### src/rtl/ram_pkg.sv
// Shared widths and payload types for the RAM operand-fetch slice.
package ram_pkg;

    localparam int unsigned BW = 32;
    localparam int unsigned AW = 5;
    localparam int unsigned TW = 4;

    // One buffered operand pair with its request tag
    typedef struct packed {
        logic [BW-1:0] op1;
        logic [BW-1:0] op2;
        logic [TW-1:0] tag;
    } op_entry_t;

    // Issue-to-capture pipeline stage
    typedef struct packed {
        logic          valid;
        logic [TW-1:0] tag;
        logic          fwd1;
        logic          fwd2;
        logic [BW-1:0] wb_data;
    } s1_t;

endpackage

### src/rtl/op_sync_fifo.sv
// Synchronous FIFO with exposed occupancy; head is readable while not empty.
module op_sync_fifo #(
    parameter int unsigned W     = 8,
    parameter int unsigned DEPTH = 3,
    localparam int unsigned CW   = $clog2(DEPTH + 1),
    localparam int unsigned PW   = (DEPTH > 1) ? $clog2(DEPTH) : 1
) (
    input  logic          clk,
    input  logic          rst_n,
    input  logic          push,
    input  logic [W-1:0]  push_data,
    input  logic          pop,
    output logic [W-1:0]  head_data,
    output logic          empty,
    output logic [CW-1:0] count
);

    logic [W-1:0]  mem_q [DEPTH];
    logic [W-1:0]  mem_d [DEPTH];
    logic [PW-1:0] wr_ptr_q, wr_ptr_d;
    logic [PW-1:0] rd_ptr_q, rd_ptr_d;
    logic [CW-1:0] count_q, count_d;
    logic          do_push;
    logic          do_pop;

    // Next-state: guarded push/pop, modulo-DEPTH pointer wrap, occupancy update
    always_comb begin
        mem_d    = mem_q;
        wr_ptr_d = wr_ptr_q;
        rd_ptr_d = rd_ptr_q;
        count_d  = count_q;
        do_pop   = pop && (count_q != '0);
        do_push  = push && ((count_q != CW'(DEPTH)) || do_pop);
        if (do_push) begin
            mem_d[wr_ptr_q] = push_data;
            wr_ptr_d = (wr_ptr_q == PW'(DEPTH - 1)) ? '0 : wr_ptr_q + PW'(1);
        end
        if (do_pop) begin
            rd_ptr_d = (rd_ptr_q == PW'(DEPTH - 1)) ? '0 : rd_ptr_q + PW'(1);
        end
        case ({do_push, do_pop})
            2'b10:   count_d = count_q + CW'(1);
            2'b01:   count_d = count_q - CW'(1);
            default: count_d = count_q;
        endcase
    end

    // State registers; storage clears on reset so the idle head reads zero
    always_ff @(posedge clk or negedge rst_n) begin
        if (!rst_n) begin
            for (int i = 0; i < int'(DEPTH); i++) begin
                mem_q[i] <= '0;
            end
            wr_ptr_q <= '0;
            rd_ptr_q <= '0;
            count_q  <= '0;
        end else begin
            mem_q    <= mem_d;
            wr_ptr_q <= wr_ptr_d;
            rd_ptr_q <= rd_ptr_d;
            count_q  <= count_d;
        end
    end

    assign head_data = mem_q[rd_ptr_q];
    assign empty     = (count_q == '0);
    assign count     = count_q;

endmodule

### src/rtl/ram_operand_fetch.sv
// Operand fetch in front of a dual-read/single-write RAM: issues both reads,
// forwards same-cycle write-back data, and buffers operand pairs for output.
module ram_operand_fetch
    import ram_pkg::*;
#(
    parameter int unsigned BW        = ram_pkg::BW,
    parameter int unsigned AW        = ram_pkg::AW,
    parameter int unsigned TW        = ram_pkg::TW,
    parameter int unsigned OUT_DEPTH = 3
) (
    input  logic          clk,
    input  logic          rst_n,
    input  logic          req_valid,
    output logic          req_ready,
    input  logic [AW-1:0] req_addr1,
    input  logic [AW-1:0] req_addr2,
    input  logic [TW-1:0] req_tag,
    input  logic          wb_en,
    input  logic [AW-1:0] wb_addr,
    input  logic [BW-1:0] wb_data,
    output logic          ram_write_en,
    output logic [BW-1:0] ram_data_in,
    output logic [AW-1:0] ram_addr_in,
    output logic          ram_read_en1,
    output logic [AW-1:0] ram_addr_out_1,
    input  logic [BW-1:0] ram_data_out1,
    output logic          ram_read_en2,
    output logic [AW-1:0] ram_addr_out_2,
    input  logic [BW-1:0] ram_data_out2,
    output logic          op_valid,
    input  logic          op_ready,
    output logic [BW-1:0] op_data1,
    output logic [BW-1:0] op_data2,
    output logic [TW-1:0] op_tag
);

    localparam int unsigned CW = $clog2(OUT_DEPTH + 1);
    localparam int unsigned EW = $bits(op_entry_t);

    s1_t           s1_q, s1_d;
    op_entry_t     push_entry;
    op_entry_t     head_entry;
    logic          fifo_empty;
    logic [CW-1:0] fifo_count;
    logic          accept;
    logic          pop;

    // Write-back passes straight through to the RAM write port
    assign ram_write_en = wb_en;
    assign ram_addr_in  = wb_addr;
    assign ram_data_in  = wb_data;

    // Credit from registered state only: buffered plus in-flight must leave room
    assign req_ready = rst_n &&
                       ((CW + 1)'(fifo_count) + (CW + 1)'(s1_q.valid) < (CW + 1)'(OUT_DEPTH));
    assign accept    = req_valid && req_ready;

    assign ram_read_en1   = accept;
    assign ram_read_en2   = accept;
    assign ram_addr_out_1 = req_addr1;
    assign ram_addr_out_2 = req_addr2;

    // Issue stage: note which operands the concurrent write-back overrides
    always_comb begin
        s1_d         = '0;
        s1_d.valid   = accept;
        s1_d.tag     = req_tag;
        s1_d.fwd1    = wb_en && (wb_addr == req_addr1);
        s1_d.fwd2    = wb_en && (wb_addr == req_addr2);
        s1_d.wb_data = wb_data;
    end

    // Stage S1 register
    always_ff @(posedge clk or negedge rst_n) begin
        if (!rst_n) begin
            s1_q <= '0;
        end else begin
            s1_q <= s1_d;
        end
    end

    // Capture stage: forwarded write-back data wins over the RAM's old data
    always_comb begin
        push_entry     = '0;
        push_entry.op1 = s1_q.fwd1 ? s1_q.wb_data : ram_data_out1;
        push_entry.op2 = s1_q.fwd2 ? s1_q.wb_data : ram_data_out2;
        push_entry.tag = s1_q.tag;
    end

    assign pop = op_valid && op_ready;

    op_sync_fifo #(
        .W     (EW),
        .DEPTH (OUT_DEPTH)
    ) u_out_fifo (
        .clk       (clk),
        .rst_n     (rst_n),
        .push      (s1_q.valid),
        .push_data (push_entry),
        .pop       (pop),
        .head_data (head_entry),
        .empty     (fifo_empty),
        .count     (fifo_count)
    );

    assign op_valid = !fifo_empty;
    assign op_data1 = head_entry.op1;
    assign op_data2 = head_entry.op2;
    assign op_tag   = head_entry.tag;

endmodule

### config.mk
export PLATFORM = sky130hd
export DESIGN_NAME = ram_operand_fetch
export DESIGN_NICKNAME = d
export VERILOG_FILES = /design/src/rtl/ram_pkg.sv /design/src/rtl/op_sync_fifo.sv /design/src/rtl/ram_operand_fetch.sv
export SDC_FILE = /design/constraint.sdc
export NUM_CORES = 1
export LEC_CHECK = 0
export ABC_AREA = 1
export CORE_MARGIN = 10
export CORE_UTILIZATION = 54
export DETAILED_ROUTE_END_ITERATION = 10
export GPL_TIMING_DRIVEN = 0
export PLACE_DENSITY = 0.89
export SLEW_MARGIN = 40
export SYNTH_ARGS = -nofsm -noshare
export SYNTH_HDL_FRONTEND = slang
export SYNTH_SLANG_ARGS = --single-unit
### constraint.sdc
create_clock -name clk -period 5.44 [get_ports clk]
set_input_delay 1.632 -clock clk [delete_from_list [all_inputs] [get_ports clk]]
set_output_delay 1.632 -clock clk [all_outputs]
set_load 0.02 [all_outputs]
==> flow_metrics.tcl <==
set metrics [dict create \
    crit_family "buffers and inverters" \
    ir_drop_mv 0.294 \
    fin_worst_skew_ns 0.0166 \
    coreArea_um2 22000 \
    netlist_top_cells_area "dfrtp_1, nand2_1, nand4_1, nand3_1, buf_4" \
    critPathKind "in -> out" \
    yosysTopAreaCell "dfrtp_1" \
    drc 0 \
    met3WireLength_mm 7.22 \
    drtPass1Iterations 9 \
    met2_length_mm 20.6 \
    synth-seq-cells 249 \
    arrival_ns 3.62 \
    die_x_um 170 \
    max_stage_delay_ns 0.59 \
    antenna_found_initial 0 \
    clk_pin_slew_ns 0.06 \
    via_per_inst 6.08 \
    ys.warnings.count 0 \
    period_share_pct 96.6 \
    ys_types 18 \
    path_buf_inv 6 \
    worst_pin_slew_ns 0.771 \
    grtUsageTotal_pct 31.1 \
    report.power.total_uw 9150 \
    area_growth_syn_to_layout_pct 31.9 \
    period_needed_ns 5.25 \
    min_to "u_out_fifo.mem_q[0]" \
    vias 13179 \
    critPathCaptureType "output port" \
    power_density_nw_per_um2 568 \
    r2r_start "s1_q[38]" \
    wl_per_cell_um 21.6 \
    io_pins 240 \
    grt_max_degree 38 \
    finalNetCount 1991 \
    syn_area_per_cell_um2 7.67 \
    die_h_um 170 \
    holdPathStages 2 \
    grt_pass1_wl_mm 71.4 \
    status "finished, final reports clean" \
    fp-row-count 54 \
    portBuffers 239 \
    yosysTopAreaCellShare_pct 51.0 \
    routabilityCongestion 1.00 \
    drv_cap 0 \
    placed_area_um2 15100 \
    clock_sinks 249 \
    insertion_delay_ns 0.53 \
    cts_tree "yes" \
    worst-r2r-cell-count 7 \
    cp_cell_sequence "buf_16 -> buf_16 -> buf_16 -> buf_16 -> nand2_1 -> nor3b_2 -> buf_4 -> clkdlybuf4s50_1" \
    root_buffer "clkbuf_16" \
    hpwl_mm 32.9 \
    fmax_mhz 190 \
    start_util_pct 55.5 \
    routed.top_layer "met4" \
    r2r_slack_ns 3.08 \
    fin_area_um2 16100 \
    die-area_um2 29100 \
    first_global_vias 12936 \
    rsz0062_at_grt "no" \
    postRouteAntennaNets 0 \
    worstPathRequired_ns 3.81 \
    synthCells 1593 \
    finalSetupViolCount 0 \
    rr_endpoint "u_out_fifo.count[1]" \
    crit_fanout 37 \
    cts_hold_buf 0 \
    m1WireLength_mm 16.2 \
    post_route_cells_drive_above_1_share_pct 6.78 \
    hold_viol 0 \
    cts-buffers-inserted 27 \
    leakage_uw 0.00806 \
    htree_levels 1 \
    syn_nets 1716 \
    drt_iter0_drc 2266 \
    min_from "u_out_fifo.mem_q[0]" \
    clockBufferDepth 3 \
    ys_seq_area_share_pct 51.0 \
    hp-class "reg -> reg" \
    syn_area_um2 12200 \
    slowest_stage "clkdlybuf4s50_1" \
    fin_util_pct 73.2 \
    setup_tns_ns 0 \
    start_kind "primary input" \
    relSlewSlack_pct 48.6 \
    cpMostUsedCell "buf_16" \
    nFillCells 1635 \
    totalWireLength_mm 46.8 \
    slew_violations 0 \
    grt_overflow_total 0 \
]
## logic make-up (layout without fill, tap and decap cells)
group	count (synthesis)	count (layout)	share of synthesized area [%]
DFF	249	249	51.0
xor gates and xnor gates	2	2	0.143
adders and majority gates	3	3	0.307
AOI/OAI and AO/OA	68	68	2.78
and+or+nand+nor	1008	1008	36.0
buffers and inverters	263	558	9.83
other	0	1	0
## synthesized netlist by cell type
cell type / count
a21oi_1: 2
clkbuf_1: 87
nand2_1: 715
nor3b_1: 1
dfrtp_1: 249
buf_2: 24
inv_2: 2
o21ai_0: 66
nor2_2: 2
nand3_1: 75
xnor2_1: 1
xor2_1: 1
ha_1: 3
buf_4: 49
buf_1: 12
nor2_1: 11
nand4_1: 204
inv_1: 89
## state kept, by name, summed over array words and instances, names as in the netlist
register and flops:
u_out_fifo.rd_ptr_q 2, s1_q 35, u_out_fifo.count 2, u_out_fifo.wr_ptr_q 2, u_out_fifo.mem_q 204, push_entry 4
## worst max path at each step
stage           from      endpoint  slack, ns  cells after the start
6_report       rst_n  ram_read_en2       0.19                      8
5_1_grt        rst_n  ram_read_en2       0.03                      8
4_1_cts        rst_n  ram_read_en2       0.05                      8
3_5_place_dp   rst_n  ram_read_en2      -0.55                      8
3_3_place_gp   rst_n  ram_read_en2      -8.38                      5
2_1_floorplan  rst_n  ram_read_en2       1.24                      3
## per-stage QoR
step / hold WS (ns) / setup slack (ns) / instances
2_1_floorplan: 0.442 / 1.24 / 1593
3_3_place_gp: 0.454 / -8.38 / 2112
3_5_place_dp: 0.459 / -0.550 / 2115
4_1_cts: 0.473 / 0.0466 / 2168
5_1_grt: 0.488 / 0.0250 / 2168
6_report: 0.473 / 0.185 / 2169
## cell usage in the layout (no fill, tap or decap), drive strengths merged
| cell | n |
|---|---|
| nand2 | 715 |
| dfrtp | 249 |
| clkdlybuf4s50 | 238 |
| nand4 | 204 |
| clkbuf | 128 |
| inv | 91 |
| buf | 89 |
| nand3 | 75 |
| o21ai | 66 |
| nor2 | 13 |
| clkinv | 5 |
| bufbuf | 4 |
| ha | 3 |
| bufinv | 3 |
| a21oi | 2 |
| diode | 1 |
| xor2 | 1 |
| nor3b | 1 |
| xnor2 | 1 |
## worst register-to-register path, cell delays in order, from the launching register on
cell	delay [ns]
dfrtp_1	0.34
buf_2	0.25
clkbuf_1	0.62
nand2_1	0.32
ha_1	0.39
inv_1	0.07
nand3_1	0.09
xor2_1	0.15
## repair_timing
action	CTS	global route
setup endpoints to repair	3	2
setup buffers	0	0
resized for setup	2	1
gates cloned	4	0
## where the power goes
part	leakage, uW	internal [uW]	switching (uW)
sequential	0.00312	2600	457
combinational	0.00448	1500	2690
clock	0.000453	1150	752
total	0.00806	5250	3900
## routing by layer
layer	up-vias	global-route usage [%]
li1	5700	-
met1	6136	38.0
met2	1120	48.0
met3	223	10.6
met4	0	16.4
met5	-	0.347
## layout make-up
type / count / area, um^2 / area share [%]
sequential: 249 / 6230 / 38.6
multi-input combinational: 1081 / 4800 / 29.8
tap: 280 / 350 / 2.17
clock inverter: 8 / 119 / 0.737
buffer: 172 / 860 / 5.33
clock buffer: 41 / 798 / 4.95
timing repair buffer: 246 / 2620 / 16.3
inverter: 91 / 342 / 2.12
antenna: 1 / 2.50 / 0.0155
Power figures use the tool's default switching activity.
